[config.mk]
export PLATFORM = sky130hd
export DESIGN_NAME = alu_op_sequencer
export DESIGN_NICKNAME = d
export VERILOG_FILES = /design/src/rtl/alu_op_sequencer.sv
export SDC_FILE = /design/constraint.sdc
export NUM_CORES = 1
export LEC_CHECK = 0
export ABC_AREA = 1
export CAP_MARGIN = 15
export CORE_ASPECT_RATIO = 0.5
export CORE_MARGIN = 2
export CORE_UTILIZATION = 52
export CTS_CLUSTER_DIAMETER = 120
export CTS_CLUSTER_SIZE = 16
export DETAILED_ROUTE_END_ITERATION = 10
export PLACE_DENSITY = 0.86
export RECOVER_POWER = 25
export SLEW_MARGIN = 20
export SYNTH_ARGS = -nofsm -noshare
export SYNTH_HDL_FRONTEND = slang
export SYNTH_SLANG_ARGS = --single-unit
export TNS_END_PERCENT = 5
[constraint.sdc]
create_clock -name clk -period 2.8 [get_ports clk]
set_clock_uncertainty 0.1 [all_clocks]
set_input_delay 0.7 -clock clk [delete_from_list [all_inputs] [get_ports clk]]
set_output_delay 0.7 -clock clk [all_outputs]
set_load 0.02 [all_outputs]
[src/rtl/alu_op_sequencer.sv]
`default_nettype none
// +----------------------------------------------------------------------------+
// | Module     : alu_op_sequencer                                              |
// | Description: Accepts one ALU operation at a time over valid/ready, drives  |
// |              the ALU input-mux select (persist/load/reset) and the one-hot |
// |              output-mux select, waits the op latency, captures the result  |
// |              and returns it over a valid/ready response channel.           |
// | Ports      : clk, rst_n         clock / async active-low reset             |
// |              req_valid/ready    request handshake, req_op, req_chain       |
// |              alu_in_sel         {persist,load,reset}, 000 = hold           |
// |              alu_out_sel        {and,or,not,xor,add,sub,mult} one-hot      |
// |              alu_result/ovf     ALU outputs sampled on last EXEC cycle     |
// |              rsp_valid/ready    response handshake, rsp_data/ovf/err       |
// |              busy, ops_done     status, saturating response counter        |
// | Revision   : 1.0  initial release                                          |
// +----------------------------------------------------------------------------+
module alu_op_sequencer #(
  parameter int WIDTH     = 8,
  parameter int LOGIC_LAT = 1,
  parameter int MUL_LAT   = 4
) (
  input  logic             clk,
  input  logic             rst_n,
  input  logic             req_valid,
  output logic             req_ready,
  input  logic [2:0]       req_op,
  input  logic             req_chain,
  output logic [2:0]       alu_in_sel,
  output logic [6:0]       alu_out_sel,
  input  logic [WIDTH-1:0] alu_result,
  input  logic             alu_overflow,
  output logic             rsp_valid,
  input  logic             rsp_ready,
  output logic [WIDTH-1:0] rsp_data,
  output logic             rsp_ovf,
  output logic             rsp_err,
  output logic             busy,
  output logic [15:0]      ops_done
);

  localparam logic [1:0] ST_IDLE = 2'd0;
  localparam logic [1:0] ST_LOAD = 2'd1;
  localparam logic [1:0] ST_EXEC = 2'd2;
  localparam logic [1:0] ST_RESP = 2'd3;

  localparam logic [2:0] OP_MULT = 3'd6;
  localparam logic [2:0] OP_CLR  = 3'd7;

  // Counter runs LAT-1 down to 0, so EXEC lasts exactly LAT cycles.
  localparam logic [3:0] LOGIC_CNT = 4'(LOGIC_LAT - 1);
  localparam logic [3:0] MUL_CNT   = 4'(MUL_LAT - 1);

  localparam logic [2:0] IN_HOLD    = 3'b000;
  localparam logic [2:0] IN_PERSIST = 3'b100;
  localparam logic [2:0] IN_LOAD    = 3'b010;
  localparam logic [2:0] IN_RESET   = 3'b001;

  logic [1:0]       state_q, state_d;
  logic [2:0]       op_q, op_d;
  logic             chain_q, chain_d;
  logic [3:0]       cnt_q, cnt_d;
  logic             prev_valid_q, prev_valid_d;
  logic [WIDTH-1:0] rsp_data_q, rsp_data_d;
  logic             rsp_ovf_q, rsp_ovf_d;
  logic             rsp_err_q, rsp_err_d;
  logic [15:0]      ops_done_q, ops_done_d;

  // A chained request needs a result left in the ALU by a completed op.
  logic chain_err;
  assign chain_err = chain_q && !prev_valid_q && (op_q != OP_CLR);

  // State register
  always_ff @(posedge clk or negedge rst_n) begin
    if (!rst_n) begin
      state_q      <= ST_IDLE;
      op_q         <= 3'd0;
      chain_q      <= 1'b0;
      cnt_q        <= 4'd0;
      prev_valid_q <= 1'b0;
      rsp_data_q   <= '0;
      rsp_ovf_q    <= 1'b0;
      rsp_err_q    <= 1'b0;
      ops_done_q   <= 16'd0;
    end else begin
      state_q      <= state_d;
      op_q         <= op_d;
      chain_q      <= chain_d;
      cnt_q        <= cnt_d;
      prev_valid_q <= prev_valid_d;
      rsp_data_q   <= rsp_data_d;
      rsp_ovf_q    <= rsp_ovf_d;
      rsp_err_q    <= rsp_err_d;
      ops_done_q   <= ops_done_d;
    end
  end

  // Next-state and datapath-register logic
  always_comb begin
    state_d      = state_q;
    op_d         = op_q;
    chain_d      = chain_q;
    cnt_d        = cnt_q;
    prev_valid_d = prev_valid_q;
    rsp_data_d   = rsp_data_q;
    rsp_ovf_d    = rsp_ovf_q;
    rsp_err_d    = rsp_err_q;
    ops_done_d   = ops_done_q;
    case (state_q)
      ST_IDLE: begin
        if (req_valid) begin
          op_d    = req_op;
          chain_d = req_chain;
          state_d = ST_LOAD;
        end
      end
      ST_LOAD: begin
        if (op_q == OP_CLR) begin
          rsp_data_d   = '0;
          rsp_ovf_d    = 1'b0;
          rsp_err_d    = 1'b0;
          prev_valid_d = 1'b0;
          state_d      = ST_RESP;
        end else if (chain_err) begin
          rsp_data_d = '0;
          rsp_ovf_d  = 1'b0;
          rsp_err_d  = 1'b1;
          state_d    = ST_RESP;
        end else begin
          cnt_d   = (op_q == OP_MULT) ? MUL_CNT : LOGIC_CNT;
          state_d = ST_EXEC;
        end
      end
      ST_EXEC: begin
        if (cnt_q == 4'd0) begin
          rsp_data_d   = alu_result;
          rsp_ovf_d    = alu_overflow && (op_q == OP_MULT);
          rsp_err_d    = 1'b0;
          prev_valid_d = 1'b1;
          state_d      = ST_RESP;
        end else begin
          cnt_d = cnt_q - 4'd1;
        end
      end
      default: begin // ST_RESP
        if (rsp_ready) begin
          rsp_ovf_d = 1'b0;
          rsp_err_d = 1'b0;
          if (ops_done_q != 16'hFFFF) begin
            ops_done_d = ops_done_q + 16'd1;
          end
          state_d = ST_IDLE;
        end
      end
    endcase
  end

  // Output decode (Moore: driven only from registered state)
  logic [6:0] op_onehot;
  always_comb begin
    op_onehot   = 7'b0000000;
    alu_in_sel  = IN_HOLD;
    alu_out_sel = 7'b0000000;
    case (op_q)
      3'd0:    op_onehot = 7'b1000000;
      3'd1:    op_onehot = 7'b0100000;
      3'd2:    op_onehot = 7'b0010000;
      3'd3:    op_onehot = 7'b0001000;
      3'd4:    op_onehot = 7'b0000100;
      3'd5:    op_onehot = 7'b0000010;
      3'd6:    op_onehot = 7'b0000001;
      default: op_onehot = 7'b0000000;
    endcase
    if (state_q == ST_LOAD) begin
      if (op_q == OP_CLR) begin
        alu_in_sel = IN_RESET;
      end else if (!chain_err) begin
        alu_in_sel  = chain_q ? IN_PERSIST : IN_LOAD;
        // Output mux set already in LOAD so a persist reloads the selected op's value.
        alu_out_sel = op_onehot;
      end
    end else if (state_q == ST_EXEC) begin
      alu_out_sel = op_onehot;
    end
  end

  assign req_ready = (state_q == ST_IDLE);
  assign busy      = (state_q != ST_IDLE);
  assign rsp_valid = (state_q == ST_RESP);
  assign rsp_data  = rsp_data_q;
  assign rsp_ovf   = rsp_ovf_q;
  assign rsp_err   = rsp_err_q;
  assign ops_done  = ops_done_q;

endmodule
`default_nettype wire

# After elaboration in Yosys (flattened, before gate mapping)
# Cells that the tools add are included.
[totals] register_bits=37 output_inout_bits=39 in_bits=17 word_cells=87
[op_classes] n_reduce_logical=19 eq_ne=19 mux=36 add_sub_neg=2 bitwise_logic=2
[op_table] op="$pmux W7 S7" count=1
[op_table] op="$mux W7" count=4
[op_table] op="$mux W8" count=3
[op_table] op="$add A16 B1 Y16 const B" count=1
[op_table] op="$ne A16 B16 Y1 const B" count=1
[op_table] op="$pmux W8 S2" count=1
[op_table] op="$eq A3 B3 Y1 const B" count=4
[op_table] op="$mux W3" count=4
[op_table] op="$mux W4" count=3
[op_table] op="$ne A2 B2 Y1 const B" count=6
[op_table] op="$reduce_and A3 Y1" count=4
[op_table] op="$mux W1" count=11
[op_table] op="$mux W2" count=4
[op_table] op="$pmux W4 S2" count=1
[op_table] op="$reduce_and A4 Y1" count=2
[op_table] op="$eq A3 B2 Y1 const B" count=2
[op_table] op="$ne A3 B3 Y1 const B" count=2
[op_table] op="$pmux W1 S3" count=2
[op_table] op="$pmux W2 S3" count=1
[op_table] op="$eq A2 B2 Y1 const B" count=2
[op_table] op="$logic_not A4 Y1" count=1
[op_table] op="$reduce_bool A2 Y1" count=2
[op_table] op="$reduce_bool A4 Y1" count=1
[op_table] op="$sub A4 B1 Y4 const B" count=1
[op_table] op="other kinds (11)" count=14

# Depth between registers and ports, before layout
# Gate-level depths: netlist of the first run.
[logic_depth] word_depth=6 ltp_mapped=9 depth_no_buf=9

# Least setup slack after synthesis of the first run
# No wires, ideal clock.
[synth_timing] path_kind="register to output" from="register state_q[0]" to="output alu_out_sel[3]" required_ps=2000 t_arrival_ps=1713 slack_ps=287 n_path_buf=0 path_stages_with_launch=8 path_cell_list="dfrtp_1 inv_1 ha_1 inv_1 nand2_1 o21ai_1 or2_1 nor3_1"
[synth_between] elab_chain_cells=3 elab_cells_between_ends=4 classes_between="eq/ne (2); mux (2)"
[synth_lines] item="start, declared" line="58" rtl="logic [1:0] state_q, state_d;"
[synth_lines] item="start signal, assigned" line="85" rtl="state_q <= state_d;"
[synth_lines] item="$eq A2 B2 Y1" line="181" rtl="end else if (state_q == ST_EXEC) begin"
[synth_lines] item="$mux W7" line="181"
[synth_lines] item="$mux W7 *" line="173" rtl="if (state_q == ST_LOAD) begin"
[synth_lines] item="end, declared" line="29" rtl="output logic [6:0] alu_out_sel,"
# Every way passes the cells marked *; elsewhere a longest branch is shown, timed or not.

# Final worst setup path of the first run
[layout_timing] from="register state_q[1]" to="output alu_out_sel[4]"
# Same word-level chain as after synthesis.

==> impl_metrics.json, run 1 <==
{
  "outcome": "completed",
  "initial_utilization": 0.547,
  "end_kind": "primary output",
  "cts_sinks": 37,
  "cts_root_buf": "clkbuf_8",
  "grt.total_usage": 0.231,
  "p_per_area_nw_per_um2": 1010,
  "top_layer": "met4",
  "syn_to_final_growth_pct": 33.3,
  "core_um2": 3920,
  "clkTransAtPathRegs_ns": 0.07,
  "hold_viol": 0,
  "drt-vias-per-instance": 5.13,
  "rsz0062_at_grt": "true",
  "fin_util": 0.728,
  "ant_nets": 0,
  "avgRoutedWirePerCell_um": 12.6,
  "synth_edf_count": 0,
  "ff2ff_setup_slack_ns": 0.88,
  "preCtsSetupSlack_ns": -0.0133,
  "max_slew_margin": 0.379,
  "required_ns": 2.00,
  "synthFlopType": "dfrtp_1",
  "cts_max_level": 2,
  "rows": 16,
  "yosysWarnings": 0,
  "cts_tree": "yes",
  "ys_seq_elements": 37,
  "synthArstFlopShare": 1.00,
  "fillCellCount": 319,
  "slew_viol_final": 0,
  "grt_first_pass_wirelength_um": 8480,
  "max_stage_delay_ns": 0.42,
  "mappedNetlistArea_um2": 2140,
  "hold_buffers": 0,
  "first_global_vias": 1916,
  "path_class": "register to primary output",
  "worstMarginPinSlew_ns": 0.932,
  "overflow": 0,
  "hpwl_um": 3720,
  "fin_nets": 372,
  "maxCapViolCount": 0,
  "multi_input_area_um2": 1080,
  "drcViolationCount": 0,
  "arrival_ns": 1.97,
  "route.vias.total": 2064,
  "syn_nets": 309,
  "die_y_um": 49.4,
  "fp.dieW_um": 94.8,
  "grt_max_degree": 38,
  "wl_met2_um": 2520,
  "avgSynthCellArea_um2": 7.55,
  "min_period_over_period": 0.990,
  "drtIter0Drc": 103,
  "gp_congestion": 0.833,
  "yosysSeqAreaShare": 0.432,
  "num_io_pins": 56,
  "port_buffers": 55,
  "final-seq-area_um2": 927,
  "crit_slowest_cell": "dfrtp_1",
  "antenna_found_initial": 0,
  "synth.distinct_cells": 26,
  "fin_total_pwr_mw": 2.89,
  "fin_crit_ns": 2.77,
  "fmax_ghz": 0.361,
  "synth_cells": 284,
  "setup_viol": 0,
  "max-clock-path-buffers": 2,
  "cts_made_buffers": 5,
  "p_leak_nw": 1.41,
  "start_kind": "register",
  "fin_tns_setup_ns": 0,
  "drt_pass1_iterations": 4,
  "post_cts_buffers": 0,
  "crit_top_cell": "inv_1",
  "clkLatencyLatePin_ns": 0.30,
  "peakVddDrop_uv": 699,
  "worstPathCellList": "inv_1 -> ha_1 -> inv_1 -> nand2_1 -> o21ai_1 -> or2_1 -> nor2_1 -> clkdlybuf4s15_1",
  "layout_setup_ws_ns": 0.0290,
  "hold_class": "register to register",
  "wl_um": 5050,
  "die-area_um2": 4690,
  "cp_max_fo": 4,
  "drive_gt1_frac": 0.101,
  "dr_wl_met3_um": 281,
  "hold-worst-slack_ns": 0.377,
  "drt-met1-wl_um": 2210,
  "num_antenna_cells": 0
}
-- where the power goes --
part / switching, mW / internal, mW / leakage (nW) / total (mW)
Sequential: 0.174 / 0.724 / 0.476 / 0.898
Clock: 0.194 / 0.222 / 0.0542 / 0.417
Combinational: 0.955 / 0.622 / 0.879 / 1.58
Total: 1.32 / 1.57 / 1.41 / 2.89
-- cell families after synthesis --
kind of cell | after synthesis | synth area share
and+or+nand+nor | 167 | 0.332
DFF | 37 | 0.432
buffers and inverters | 32 | 0.0636
AOI/OAI and AO/OA | 30 | 0.0840
xor gates and xnor gates | 9 | 0.0368
adders and majority gates | 8 | 0.0467
muxes | 1 | 0.00525
-- metal layers --
metal  vias up  global-route usage
met5         -                   0
met4         0              0.0531
met3         5              0.0556
met2        63               0.402
met1       963               0.293
li1       1033                   -
-- cells in the final DEF (no fill, tap or decap) --
| cell type | Yosys | layout |
|---|---|---|
| nand2_1 | 94 | 94 |
| clkdlybuf4s50_1 | 0 | 44 |
| dfrtp_1 | 37 | 36 |
| nor2_1 | 30 | 30 |
| nand3_1 | 29 | 29 |
| inv_1 | 25 | 25 |
| o21ai_0 | 14 | 14 |
| xor2_1 | 9 | 9 |
| ha_1 | 8 | 8 |
| o21ai_2 | 7 | 7 |
| clkbuf_8 | 0 | 7 |
| a21oi_1 | 5 | 5 |
| nand4_1 | 4 | 4 |
| buf_4 | 0 | 4 |
| inv_2 | 3 | 3 |
| nor2_2 | 3 | 3 |
| dlymetal6s2s_1 | 0 | 3 |
| dlygate4sd2_1 | 0 | 3 |
| clkbuf_2 | 0 | 3 |
| o21ai_1 | 2 | 2 |
| nand2_4 | 2 | 2 |
| or2_1 | 1 | 1 |
| nor3_1 | 1 | 1 |
| nand3b_1 | 1 | 1 |
| nand2_2 | 1 | 1 |
| nand3_2 | 1 | 1 |
| mux2_2 | 1 | 1 |
| a21boi_0 | 1 | 1 |
| a31oi_1 | 1 | 1 |
| clkinv_2 | 0 | 1 |
| dlygate4sd3_1 | 0 | 1 |
| buf_2 | 1 | 1 |
| clkdlybuf4s15_1 | 0 | 1 |
| dfrtp_2 | 0 | 1 |
-- cells in the mapped netlist (2+ instances only) --
cell type	n	area, um^2
a21oi_1	5	25.0
buf_6	2	22.5
dfrtp_1	37	926
ha_1	8	100
inv_1	25	93.8
inv_2	3	11.3
nand2_1	94	353
nand2_4	2	22.5
nand3_1	29	145
nand4_1	4	25.0
nor2_1	30	113
nor2_2	3	18.8
o21ai_0	14	70.1
o21ai_1	2	10.0
o21ai_2	7	61.3
xor2_1	9	78.8
-- registers in the layout (all words and copies together) (netlist names) --
signal and cells:
ops_done 16, rsp_data 8, cnt_q 4, op_q 3
state_q 2, chain_q 1, prev_valid_q 1, rsp_err 1
rsp_ovf 1
-- critical path, delay by kind of cell (launching register included) --
| family | cells | cell delay, ns |
|---|---|---|
| AOI/OAI and AO/OA | 1 | 0.10 |
| DFF | 1 | 0.42 |
| and+or+nand+nor | 3 | 0.46 |
| adders and majority gates | 1 | 0.19 |
| buffers and inverters | 3 | 0.50 |
-- cell type report --
class / count / area share
Clock buffer: 7 / 0.0337
Clock inverter: 1 / 0.00175
Inverter: 28 / 0.0368
Multi-Input combinational cell: 215 / 0.379
Sequential cell: 37 / 0.324
Tap cell: 54 / 0.0236
Timing Repair Buffer: 60 / 0.201
-- what timing repair did --
| item | CTS | global route |
|---|---|---|
| cloned | 0 | 0 |
| setup endpoints to repair | 7 | 8 |
| gates resized for setup | 10 | 10 |
-- through the flow --
stage	std cells	instance area, um^2
floorplan	284	2140
global placement	394	2770
CTS	402	2860
finish	402	2860
global route	402	2860
detailed placement	394	2770
-- path summary, 6_finish.rpt --
path                              from              to  cells after the start
setup / recovery            state_q[1]  alu_out_sel[4]                      8
hold / removal             rsp_data[7]     rsp_data[7]                      2
setup reg to reg            state_q[0]     rsp_data[3]                      9
hold reg to reg            rsp_data[7]     rsp_data[7]                      2
max in group asynchronous        rst_n      state_q[0]                      2
min in group asynchronous        rst_n        cnt_q[2]                      2
Note: power is estimated with default switching activity, not from simulation.
==> inputs of run 2 (changes only) <==
- PLACE_DENSITY: 0.86 -> 0.85
- SKIP_CTS_REPAIR_TIMING: default -> 1
==> run 2 against run 1 <==
  * Clock power is 8.4% lower
  * Worst hold slack worse by 0.0033 ns
  * Maximum frequency is 2.5% higher
  * Final area is 0.61% higher
  * Critical path type unchanged
  * Largest power group unchanged
==> impl_metrics.json, run 2 (synthesized netlist as in run 1, its figures left out) <==
{
  "switchingPower_mw": 1.33,
  "p_int_mw": 1.56,
  "min_period_over_period": 0.965,
  "max-clock-path-buffers": 2,
  "required_ns": 2.00,
  "final-seq-area_um2": 926,
  "die_y_um": 49.4,
  "fp.dieW_um": 94.8,
  "first_global_vias": 2065,
  "pwr-share-seq": 0.307,
  "fmax_ghz": 0.370,
  "hold_class": "register to register",
  "num_antenna_cells": 0,
  "cts_max_level": 2,
  "gr-max-usage-layer": "met2",
  "drtIter0Drc": 88,
  "setup_viol": 0,
  "layout_commonest_cell": "nand2_1",
  "fin_crit_ns": 2.70,
  "antenna_found_initial": 0,
  "max_slew_margin": 0.386,
  "hpwl_um": 3780,
  "cp_max_fo": 4,
  "rows": 16,
  "peakVddDrop_uv": 695,
  "ant_nets": 0,
  "cts_made_buffers": 5,
  "swShare": 0.461,
  "multi_input_area_um2": 1080,
  "core_um2": 3920,
  "fin_nets": 373,
  "p_clk_frac": 0.132,
  "cts_root_buf": "clkbuf_8",
  "cts_sinks": 37,
  "drcViolationCount": 0,
  "path_class": "register to primary output",
  "grt.total_usage": 0.235,
  "fillCellCount": 313,
  "clkLatencyLatePin_ns": 0.28,
  "p_leak_nw": 1.48,
  "avgRoutedWirePerCell_um": 12.9,
  "drt-vias-per-instance": 5.23,
  "end_kind": "primary output",
  "worstMarginPinSlew_ns": 0.921,
  "grt_max_degree": 38,
  "hold_viol": 0,
  "gp_congestion": 0.864,
  "layout_common_cells": "94 x nand2_1, 45 x clkdlybuf4s50_1, 37 x dfrtp_1",
  "grt_use_met2": 0.431,
  "overflow": 0,
  "arrival_ns": 1.90,
  "syn_to_final_growth_pct": 34.1,
  "cts_tree": "yes",
  "clkTransAtPathRegs_ns": 0.07,
  "fin_util": 0.733,
  "route.vias.total": 2101,
  "met3_usage": 0.0510,
  "wl_um": 5170,
  "gr-usage-met1": 0.273,
  "start_kind": "register",
  "grt_first_pass_wirelength_um": 8630,
  "outcome": "completed",
  "initial_utilization": 0.547,
  "port_buffers": 55,
  "largest_reg_flops": 16,
  "pwr-share-comb": 0.561,
  "drive_gt1_frac": 0.0891,
  "fin_total_pwr_mw": 2.89,
  "drt_pass1_iterations": 4,
  "num_io_pins": 56,
  "maxCapViolCount": 0,
  "die-area_um2": 4690,
  "slew_viol_final": 0,
  "p_per_area_nw_per_um2": 1010
}
## run 2: cell count changes in the layout (fill, tap and decap cells not counted), sizes merged
cell / change
clkbuf: -1
dlygate4sd2: -3
clkdlybuf4s15: -1
clkdlybuf4s50: +1
dlymetal6s2s: +5
clkinv: -1
## run 2: through the flow
| stage | setup WS (ns) | setup TNS, ns | area [um^2] | hold WS [ns] | cells |
|---|---|---|---|---|---|
| global route | -0.00399 | -0.00677 | 2880 | 0.406 | 402 |
| detailed placement | 0.0373 | 0 | 2780 | 0.359 | 395 |
| CTS | -0.289 | -1.19 | 2860 | 0.377 | 402 |
| floorplan | 0.287 | 0 | 2140 | 0.304 | 284 |
| global placement | 0.112 | 0 | 2780 | 0.354 | 395 |
| finish | 0.0967 | 0 | 2880 | 0.373 | 402 |
## run 2: path summary, 6_finish.rpt
kind,depth (start not counted),start,slack [ns],to
min in group asynchronous,2,rst_n,0.98,prev_valid_q
worst min register to register,2,rsp_data[4],0.37,rsp_data[4]
worst max-delay path,5,state_q[1],0.1,alu_in_sel[0]
worst max register to register,9,state_q[0],0.89,rsp_data[5]
max in group asynchronous,2,rst_n,1.06,cnt_q[0]
worst min-delay path,2,rsp_data[4],0.37,rsp_data[4]
## run 2: final cells by class
class	instances	share of cell area
Multi-Input combinational cell	215	0.376
Tap cell	54	0.0235
Timing Repair Buffer	61	0.211
Inverter	28	0.0366
Sequential cell	37	0.322
Clock buffer	7	0.0300
## run 2: power groups by stage
stage | sequential, mW | combinational (mW) | clock [mW]
after detailed placement | 0.892 | 1.62 | 0
after CTS | 0.884 | 1.63 | 0.380
after global placement | 0.884 | 1.55 | 0
after global routing | 0.909 | 1.79 | 0.406
after floorplan | 1.00 | 0.894 | 0
final | 0.887 | 1.62 | 0.382
## run 2: critical path: stages, from the launching register on
cell	delay, ns
dfrtp_1	0.42
inv_1	0.09
ha_1	0.16
inv_1	0.08
nor2_1	0.21
clkdlybuf4s50_1	0.66
## run 2: per-layer routing
layer / up-vias / wire, um
li1: 1033 / -
met1: 1005 / 2230
met2: 55 / 2670
met3: 8 / 228
met4: 0 / 45
met5: - / 0
